## src/rtl/pulse_src_seq.sv

```systemverilog
// SPICE-style PULSE sequencer: delay, rise ramp, high, fall ramp, low, repeat.
// Emits a registered stream of unsigned amplitude codes for controlled-source models.
module pulse_src_seq #(
    parameter int unsigned WIDTH = 12,
    parameter int unsigned CNT_W = 16
) (
    input  logic             clk,
    input  logic             rst_n,
    input  logic             cfg_valid,
    output logic             cfg_ready,
    input  logic [WIDTH-1:0] cfg_v1,
    input  logic [WIDTH-1:0] cfg_v2,
    input  logic [CNT_W-1:0] cfg_td,
    input  logic [CNT_W-1:0] cfg_tw,
    input  logic [CNT_W-1:0] cfg_tl,
    input  logic [WIDTH-1:0] cfg_rstep,
    input  logic [WIDTH-1:0] cfg_fstep,
    input  logic [CNT_W-1:0] cfg_npulse,
    input  logic             enable,
    output logic [WIDTH-1:0] level,
    output logic             level_valid,
    output logic [2:0]       phase,
    output logic             done,
    output logic [CNT_W-1:0] pulse_cnt
);

    typedef enum logic [2:0] {
        StIdle  = 3'd0,
        StDelay = 3'd1,
        StRise  = 3'd2,
        StHigh  = 3'd3,
        StFall  = 3'd4,
        StLow   = 3'd5
    } state_e;

    state_e           state_q;
    logic [WIDTH-1:0] level_q;
    logic             level_valid_q;
    logic             done_q;
    logic [CNT_W-1:0] pulse_cnt_q;
    logic [CNT_W-1:0] cnt_q;

    logic [WIDTH-1:0] v1_q, v2_q, rstep_q, fstep_q;
    logic [CNT_W-1:0] td_q, tw_q, tl_q, npulse_q;
    logic             cfg_loaded_q;

    logic             cfg_hs;
    logic [WIDTH-1:0] start_v1;
    logic [WIDTH-1:0] ramp_target;
    logic [WIDTH-1:0] ramp_step;
    logic [WIDTH:0]   up_sum;
    logic [WIDTH:0]   dn_diff;
    logic             ramp_hit;
    logic [WIDTH-1:0] ramp_next;
    logic [CNT_W-1:0] pulse_inc;
    logic             last_pulse;

    assign cfg_hs    = cfg_valid && (state_q == StIdle);
    // A handshake coinciding with start must use the freshly presented values.
    assign start_v1  = cfg_hs ? cfg_v1 : v1_q;
    assign pulse_inc = pulse_cnt_q + CNT_W'(1);
    assign last_pulse = (npulse_q != '0) && (pulse_inc == npulse_q);

    always_comb begin
        ramp_target = (state_q == StFall) ? v1_q : v2_q;
        ramp_step   = (state_q == StFall) ? fstep_q : rstep_q;
        up_sum      = {1'b0, level_q} + {1'b0, ramp_step};
        dn_diff     = {1'b0, level_q} - {1'b0, ramp_step};
        ramp_hit    = 1'b0;
        if (ramp_step == '0 || level_q == ramp_target) begin
            ramp_hit = 1'b1;
        end else if (level_q < ramp_target) begin
            ramp_hit = (up_sum >= {1'b0, ramp_target});
        end else begin
            // MSB set means the subtraction wrapped below zero.
            ramp_hit = dn_diff[WIDTH] || (dn_diff <= {1'b0, ramp_target});
        end
        if (ramp_hit) begin
            ramp_next = ramp_target;
        end else if (level_q < ramp_target) begin
            ramp_next = up_sum[WIDTH-1:0];
        end else begin
            ramp_next = dn_diff[WIDTH-1:0];
        end
    end

    always_ff @(posedge clk or negedge rst_n) begin
        if (!rst_n) begin
            state_q       <= StIdle;
            level_q       <= '0;
            level_valid_q <= 1'b0;
            done_q        <= 1'b0;
            pulse_cnt_q   <= '0;
            cnt_q         <= '0;
            v1_q          <= '0;
            v2_q          <= '0;
            rstep_q       <= '0;
            fstep_q       <= '0;
            td_q          <= '0;
            tw_q          <= '0;
            tl_q          <= '0;
            npulse_q      <= '0;
            cfg_loaded_q  <= 1'b0;
        end else begin
            done_q <= 1'b0;
            if (cfg_hs) begin
                v1_q         <= cfg_v1;
                v2_q         <= cfg_v2;
                rstep_q      <= cfg_rstep;
                fstep_q      <= cfg_fstep;
                td_q         <= cfg_td;
                tw_q         <= cfg_tw;
                tl_q         <= cfg_tl;
                npulse_q     <= cfg_npulse;
                cfg_loaded_q <= 1'b1;
            end
            if (state_q != StIdle && !enable) begin
                state_q       <= StIdle;
                level_q       <= v1_q;
                level_valid_q <= 1'b0;
            end else begin
                case (state_q)
                    StIdle: begin
                        if (enable && (cfg_loaded_q || cfg_hs)) begin
                            state_q       <= StDelay;
                            level_q       <= start_v1;
                            level_valid_q <= 1'b1;
                            pulse_cnt_q   <= '0;
                            cnt_q         <= CNT_W'(1);
                        end
                    end
                    StDelay: begin
                        if (cnt_q >= td_q) state_q <= StRise;
                        else cnt_q <= cnt_q + CNT_W'(1);
                    end
                    StRise: begin
                        level_q <= ramp_next;
                        if (ramp_hit) begin
                            if (tw_q == '0) begin
                                state_q <= StFall;
                            end else begin
                                state_q <= StHigh;
                                cnt_q   <= CNT_W'(1);
                            end
                        end
                    end
                    StHigh: begin
                        if (cnt_q >= tw_q) state_q <= StFall;
                        else cnt_q <= cnt_q + CNT_W'(1);
                    end
                    StFall: begin
                        level_q <= ramp_next;
                        if (ramp_hit) begin
                            pulse_cnt_q <= pulse_inc;
                            if (last_pulse) begin
                                done_q        <= 1'b1;
                                state_q       <= StIdle;
                                level_valid_q <= 1'b0;
                            end else if (tl_q == '0) begin
                                state_q <= StRise;
                            end else begin
                                state_q <= StLow;
                                cnt_q   <= CNT_W'(1);
                            end
                        end
                    end
                    StLow: begin
                        if (cnt_q >= tl_q) state_q <= StRise;
                        else cnt_q <= cnt_q + CNT_W'(1);
                    end
                    default: state_q <= StIdle;
                endcase
            end
        end
    end

    assign cfg_ready   = (state_q == StIdle);
    assign level       = level_q;
    assign level_valid = level_valid_q;
    assign phase       = state_q;
    assign done        = done_q;
    assign pulse_cnt   = pulse_cnt_q;

endmodule

```

## config.mk

```make
export PLATFORM = sky130hd
export DESIGN_NAME = pulse_src_seq
export DESIGN_NICKNAME = d
export VERILOG_FILES = /design/src/rtl/pulse_src_seq.sv
export SDC_FILE = /design/constraint.sdc
export NUM_CORES = 1
export LEC_CHECK = 0
export BUFFER_PORTS_ARGS = -buffer_cell sky130_fd_sc_hd__buf_2
export CAP_MARGIN = 30
export CORE_MARGIN = 1.5
export CORE_UTILIZATION = 45
export DETAILED_ROUTE_END_ITERATION = 10
export HOLD_SLACK_MARGIN = 0.08
export PLACE_DENSITY_LB_ADDON = 0.15
export RECOVER_POWER = 50
export SLEW_MARGIN = 20
export SYNTH_ARGS = -nofsm -noshare
export SYNTH_HDL_FRONTEND = slang
export SYNTH_SLANG_ARGS = --single-unit
```

## constraint.sdc

```tcl
create_clock -name clk -period 9.3 [get_ports clk]
set_input_delay 0.465 -clock clk [delete_from_list [all_inputs] [get_ports clk]]
set_output_delay 0.465 -clock clk [all_outputs]
set_load 0.01 [all_outputs]
```

==> qor.txt, run 1 <==
Outcome: finished with violations
Failing checks: max-capacitance violations, max-slew violations
Largest net degree at the start of global routing: 94
Vias in the first global route: 9048
Final period util: 0.646
Number of remaining DRC errors: 0
Synth Net Count: 1444
Fill count: 2352
First-pass GRT wire length: 48800 um
Finish-stage setup viols: 0
Setup CP Type: reg -> reg
Antenna-violating nets left: 0
Type of origin of the critical path: register
CP max stage delay: 0.68 ns
Resized cells post-CTS: 0
Register Area: 4050 um^2
Max Clock Freq: 0.166 GHz
Worst-path clk slew: 0.07 ns
FF-to-FF path depth: 23
Hold Vio Cnt, Final: 0
CP Depth: 23
Routability Congestion: 0.871
GR peak layer: met2
Synth warn: 0
Worst rel slew slack: -2.32
LEAKAGE: 5.88 nW
Pwr dens: 426 nW/um^2
Global Route met2 Usage: 0.373
Hold Buf Count CTS: 0
Pre-antenna DRT Iters: 5
RSZ-0062 raised after global routing: false
Synth Area in Compound Gates: 0.169
DIE HEIGHT: 160 um
Post-synthesis mux area share: 0.0920
Synth cell types: 83
Crit. End Element: register
Synth Area in Adders: 0.129
Share of cells above drive strength 1: 0.196
Main flop type after synthesis: dfrtp_1
Critical Path, Cell by Cell: nor2_1, nand2_1, nand2_1, nand2_1, ha_1, inv_1, fa_1, nor2b_1, o31a_1, o221a_1, o21a_1, nor2_1, xnor2_1, ha_1, a21o_1, a211oi_1, o211ai_1, a21oi_1, or3b_4, a21oi_2, nor2_2, a22oi_1, o21ai_0
Clock Skew: 0.00986 ns
Clock root cell: clkbuf_16
Maximum VDD drop: 0.329 mV
Worst slew pin tran: 4.98 ns
Synth Area in Simple Gates: 0.164
I/O pin cnt: 150
WL final: 30000 um
Ys async rst share: 1.00
Required time of the critical path: 9.60 ns
Avg Vias per Cell: 5.67
Setup TNS: 0 ns
Multi-input logic area: 6530 um^2
Avg WL per Cell: 18.0 um
Initial Utilization: 0.458
Rows: 57
Final Cell Area: 12700 um^2
Met3 usage: 0.0400
Synthesized flop and latch total: 162
CTS sink cnt: 162
Worst-path maximum fanout: 18
Cell area after synthesis: 11100 um^2
CP most frequent cell: nand2_1
Total gr overflow: 0
Delay-heaviest family, CP: compound AO/OA/AOI/OAI gates
Post-Syn Instances: 1214
Number of flops mapped to enable cells by yosys: 0
Detailed Place HPWL: 22900 um
Crit path DAT: 6.31 ns
Core Region: 24300 um^2
Hold Path Cell Cnt: 3
Critical path buffer and inverter count: 1
Via Count: 9458
Placed cell areas: 12100 um^2
Count of pins over their slew limit: 94
Initial antenna violation count: 2
Clk buf depth: 2
H-Tree Depth: 4
Syn Area/Cell: 9.17 um^2
CTS Buf Count: 17
Maxcap violations: 1
Met1 Usage GRT: 0.345
Hold WC Path Type: in -> reg
Port bufs: 149
GR Util All Layers: 0.240
Nets: 1562
Post-CTS setup buffers: 0
Crit path time final: 6.01 ns
DIE AREA: 25700 um^2
Seq/Total Area, Yosys: 0.364
Initial DRC Count: 646
Post-synthesis xor/xnor area fraction: 0.0315
Critical Path Slowest Stage Cell: dfrtp_1
Clock latency at the later pin of the worst-skew pair: 0.42 ns
Largest family of logic cells by synthesized area: compound AO/OA/AOI/OAI gates
CTS tree: yes
Die X: 160 um
Area Growth Syn to Fin: 14.0%
worst paths after layout:
| kind | start | to | slack [ns] |
|---|---|---|---|
| worst max-delay path | phase[0] | pulse_cnt[2] | 3.29 |
| worst min-delay path | cfg_td[5] | td_q[5] | 0.24 |
| worst max register to register | phase[0] | pulse_cnt[2] | 3.29 |
| worst min register to register | cfg_loaded_q | cfg_loaded_q | 0.51 |
| max in group asynchronous | rst_n | fstep_q[8] | 4.64 |
| min in group asynchronous | rst_n | tw_q[11] | 1.82 |
logic make-up after synthesis:
family	Yosys count
compound gates	296
fa+ha+maj	114
buf+inv	137
xor+xnor	40
simple gates	372
mux	93
flops	162
final cells by class:
| class | count | area share |
|---|---|---|
| diodes | 1 | 0.000197 |
| flip-flops and latches | 162 | 0.319 |
| clock inverters | 13 | 0.00996 |
| well taps | 324 | 0.0319 |
| repair buffers | 159 | 0.0662 |
| multi-input cells | 915 | 0.515 |
| clock buffers | 18 | 0.0346 |
| inverters | 77 | 0.0228 |
synthesized netlist by cell type, drive strengths merged (3+ instances only):
cell     count  share of area
dfrtp      162           0.36
o21bai       4         0.0027
mux2i       18          0.016
and2         5         0.0028
or2          3         0.0017
nor2b       14         0.0079
or3          5         0.0028
nand2      157          0.053
xnor2       27          0.021
nor2        54          0.019
nor4        23          0.013
o2111ai      5         0.0039
o31ai        8         0.0054
o21ai      116          0.052
o21a         9         0.0061
a2111oi      5         0.0045
nand2b      16         0.0090
nand3       28          0.013
a21oi       46          0.021
nand3b       5         0.0034
and4         5         0.0042
a22oi       15          0.010
buf         24          0.012
a31oi       11         0.0062
a22o         5         0.0039
a21o        13         0.0088
mux2        75          0.076
clkbuf      36          0.012
or4          3         0.0027
xor2        13          0.010
o31a         3         0.0024
o22ai        7         0.0039
nor3        15         0.0072
ha         112           0.13
and3        10         0.0056
nand4       23          0.014
o211ai      11         0.0074
inv         77          0.026
a211oi       8         0.0054
nor3b        3         0.0020
worst reg2reg max path, stage by stage (launching register included):
cell and delay, ns:
dfrtp_1 0.68, nor2_1 0.22, nand2_1 0.44, nand2_1 0.11, nand2_1 0.12, ha_1 0.17, inv_1 0.05, fa_1 0.40
nor2b_1 0.20, o31a_1 0.25, o221a_1 0.25, o21a_1 0.12, nor2_1 0.04, xnor2_1 0.25, ha_1 0.31, a21o_1 0.18
a211oi_1 0.24, o211ai_1 0.12, a21oi_1 0.24, or3b_4 0.42, a21oi_2 0.53, nor2_2 0.24, a22oi_1 0.23, o21ai_0 0.09
metrics by stage:
step / setup slack, ns / instances / total power [mW] / util / hold WS [ns]
floorplan: 3.84 / 1214 / 3.79 / - / 0.169
global placement: 3.20 / 1634 / 4.55 / 0.497 / 0.493
detailed placement: 3.13 / 1635 / 4.70 / 0.498 / 0.486
CTS: 3.10 / 1666 / 5.41 / 0.521 / 0.153
global route: 2.79 / 1668 / 5.94 / 0.522 / 0.235
finish: 3.29 / 1669 / 5.41 / 0.522 / 0.235
state kept, by name, summed over array words and instances, names as in the netlist:
signal        flops
cnt_q            16
npulse_q         16
pulse_cnt        16
td_q             16
tl_q             16
tw_q             16
fstep_q          12
level            12
rstep_q          12
v1_q             12
v2_q             12
phase             3
cfg_loaded_q      1
done              1
level_valid       1
per-layer routing:
layer,vias up,share of wire
met1,4565,0.48
li1,4619,-
met5,-,0.00043
met3,33,0.046
met2,239,0.45
met4,2,0.018
cell usage in the layout, fill, tap and decap left out, types with 9 or more instances in the layout:
cell       instances
clkbuf_1          19
nand4_1           21
a31oi_1           11
nand2b_1          16
inv_1             77
o21ai_0          109
nor3_1            14
and3_1            10
dfrtp_1          162
xor2_1            13
o211ai_1          11
xnor2_1           27
nor2b_1           14
mux2_2            75
buf_2            131
nand3_1           28
clkbuf_16         17
o21a_1             9
a21o_1            13
nor2_1            52
mux2i_1           18
ha_1             112
a22oi_1           15
nor4_1            23
a21oi_1           45
nand2_1          156
power by group:
part | switching, mW | internal (mW) | leakage [nW]
clock network | 0.309 | 0.380 | 0.277
registers | 0.282 | 0.997 | 2.00
logic | 1.98 | 1.46 | 3.61
No activity file was read; power rests on OpenSTA's default activity.
==> run 2: changes to the inputs <==
==> constraint.sdc (replaced) <==
create_clock -name clk -period 5.2 [get_ports clk]
set_input_delay 0.26 -clock clk [delete_from_list [all_inputs] [get_ports clk]]
set_output_delay 0.26 -clock clk [all_outputs]
set_load 0.01 [all_outputs]
==> qor.txt, run 2 (synthesis results as in run 1) <==
Worst-path maximum fanout: 20 (+2)
Worst hold start: cfg_v2[4]
Final period util: 0.942 (+0.296)
Pwr dens: 731 nW/um^2 (+71%)
Placed cell areas: 12300 um^2 (+1.6%)
Clock root cell: clkbuf_16
Nets: 1687 (+8.0%)
Core Region: 24300 um^2 (unchanged)
GR Util All Layers: 0.260 (+0.0201)
Clk pwr share: 0.124 (-0.003)
Crit path DAT: 5.21 ns (-1.10 ns)
Largest net degree at the start of global routing: 86 (-8.5%)
Hold WC Path Type: in -> reg
First-pass GRT wire length: 52700 um (+8.0%)
Via Count: 10072 (+6.5%)
Vias in the first global route: 9930 (+9.7%)
Antenna-violating nets left: 0 (unchanged)
Crit. End Element: register
Avg Vias per Cell: 5.61 (-0.93%)
Worst slew pin tran: 2.42 ns (-2.56 ns)
RSZ-0062 raised after global routing: false
Sequential share of power: 0.224 (-0.012)
Critical Path, Cell by Cell: inv_2, nor3_4, buf_6, buf_4, nand2_1, nand2_1, ha_2, o21a_1, o31a_1, o221a_1, o21a_1, nor2_1, xnor2_1, ha_1, a21o_1, a211oi_2, o211ai_1, a21oi_1, or3b_4, a21o_4, buf_12, nor2_1, a21oi_1, a221o_1
Cell Int Power: 5.39 mW (+90%)
Detailed Place HPWL: 23800 um (+4.1%)
Initial Utilization: 0.458 (unchanged)
Rows: 57 (unchanged)
Worst rel slew slack: -0.614 (+1.71)
Fill count: 2185 (-7.1%)
Max Clock Freq: 0.204 GHz (+23%)
Share of cells above drive strength 1: 0.197 (+0.000850)
Outcome: finished with violations
Power Total: 10.2 mW (+88%)
Pre-antenna DRT Iters: 5 (unchanged)
Total gr overflow: 0 (unchanged)
DIE HEIGHT: 160 um (unchanged)
Routability Congestion: 0.908 (+4.3%)
Reg-to-Reg End: level[9]
CTS tree: yes
WL final: 33000 um (+10%)
Most common cell after layout, fill and taps aside: dfrtp_1
Avg WL per Cell: 18.4 um (+2.3%)
Worst-path clk slew: 0.06 ns (about the same)
Crit path time final: 4.90 ns (-1.11 ns)
FF-to-FF path depth: 24 (+4.3%)
Reg-to-reg setup timing slack: 0.30 ns (-2.99 ns)
Clock Skew: 0.00990 ns (+0.0000375 ns)
Setup CP Type: reg -> reg
Final Cell Area: 13900 um^2 (+9.7%)
Fin Hold WS: 0.0839 ns (-0.151 ns)
Net Sw Frac: 0.470 (-0.00458)
Launching point of the worst reg2reg path: phase[2]
Finish-stage setup viols: 0 (unchanged)
Initial antenna violation count: 0 (-2)
CP max stage delay: 0.41 ns (-0.27 ns)
Critical Path Slowest Stage Cell: dfrtp_2
Dpl ws: 0.143 ns (-2.99 ns)
LEAKAGE: 6.37 nW (+8.2%)
Clk buf depth: 2 (unchanged)
CTS sink cnt: 162 (unchanged)
Hold Path Cell Cnt: 2 (-1)
Worst Hold Path EP: v2_q[4]
DIE AREA: 25700 um^2 (unchanged)
Register Area: 4060 um^2 (about the same)
H-Tree Depth: 4 (unchanged)
Most frequent cells in the layout: 161 x dfrtp_1, 154 x nand2_1, 122 x buf_2
Number of remaining DRC errors: 0 (unchanged)
Multi-input logic area: 6620 um^2 (+1.3%)
Die X: 160 um (unchanged)
Type of origin of the critical path: register
CTS Buf Count: 17 (unchanged)
Maximum VDD drop: 0.365 mV (+11%)
I/O pin cnt: 150 (unchanged)
Port bufs: 149 (unchanged)
Combinational share of power: 0.652 (+0.016)
Setup slack after layout: 0.301 ns (-2.99 ns)
Count of pins over their slew limit: 167 (+78%)
Hold Vio Cnt, Final: 0 (unchanged)
Diodes inserted: 0 (-1)
Psw: 4.78 mW (+86%)
Initial DRC Count: 742 (+15%)
Maxcap violations: 3 (+2)
Failing checks: max-capacitance violations, max-slew violations
Clock latency at the later pin of the worst-skew pair: 0.43 ns (about the same)
Area Growth Syn to Fin: 25.1%
Setup TNS: 0 ns (unchanged)
Required time of the critical path: 5.51 ns (-4.09 ns)
[run 2: what timing repair did]
action	in CTS	in global routing
hold buffers	99	2
buffers inserted	0	5
endpoints found under the hold margin	140	2
gates resized for setup	0	21
setup endpoints to repair	0	46
[run 2: how the worst max path moves through the flow]
| stage | from | end | slack [ns] |
|---|---|---|---|
| 6_report | phase[2] | level[9] | 0.30 |
| 5_1_grt | phase[2] | level[9] | 0.002 |
| 4_1_cts | phase[1] | level[9] | 0.12 |
| 3_5_place_dp | phase[1] | level[9] | 0.14 |
| 3_3_place_gp | phase[1] | level[9] | 0.30 |
| 2_1_floorplan | phase[2] | pulse_cnt[4] | 0.02 |
[run 2: cell type report]
cell class / instances / share of cell area
timing repair buffer: 284 / 0.142
multi-input combinational: 915 / 0.475
inverter: 77 / 0.0208
clock inverter: 11 / 0.00845
clock buffer: 21 / 0.0331
sequential: 162 / 0.291
tap: 324 / 0.0291
[run 2: worst max-delay path, delay by kind of cell, from the launching register on]
family                   cells  cell delay [ns]
AO/OA/AOI/OAI               11             2.10
AND/OR/NAND/NOR              6             1.03
adder cells (fa/ha/maj)      2             0.61
buffers and inverters        4             0.50
flip-flops                   1             0.41
XOR/XNOR                     1             0.16
[run 2: metal layers]
metal / global-route usage / part of all wire
met2: 0.420 / 0.46
met3: 0.0426 / 0.053
met1: 0.359 / 0.46
met5: 0 / 0
met4: 0.0765 / 0.022
[run 2: power groups by stage]
stage                     Clock [mW]  Combinational [mW]  Sequential [mW]
final                           1.27                6.63             2.27
after global routing            1.34                7.40             2.34
after CTS                       1.29                6.42             2.26
after detailed placement           0                6.32             2.27
after global placement             0                6.24             2.26
after floorplan                    0                4.67             2.12
[run 2: stage by stage]
step | util | instances
after floorplan | - | 1214
after global placement | 0.505 | 1654
after detailed placement | 0.506 | 1656
after CTS | 0.571 | 1787
after global routing | 0.573 | 1794
final | 0.573 | 1794
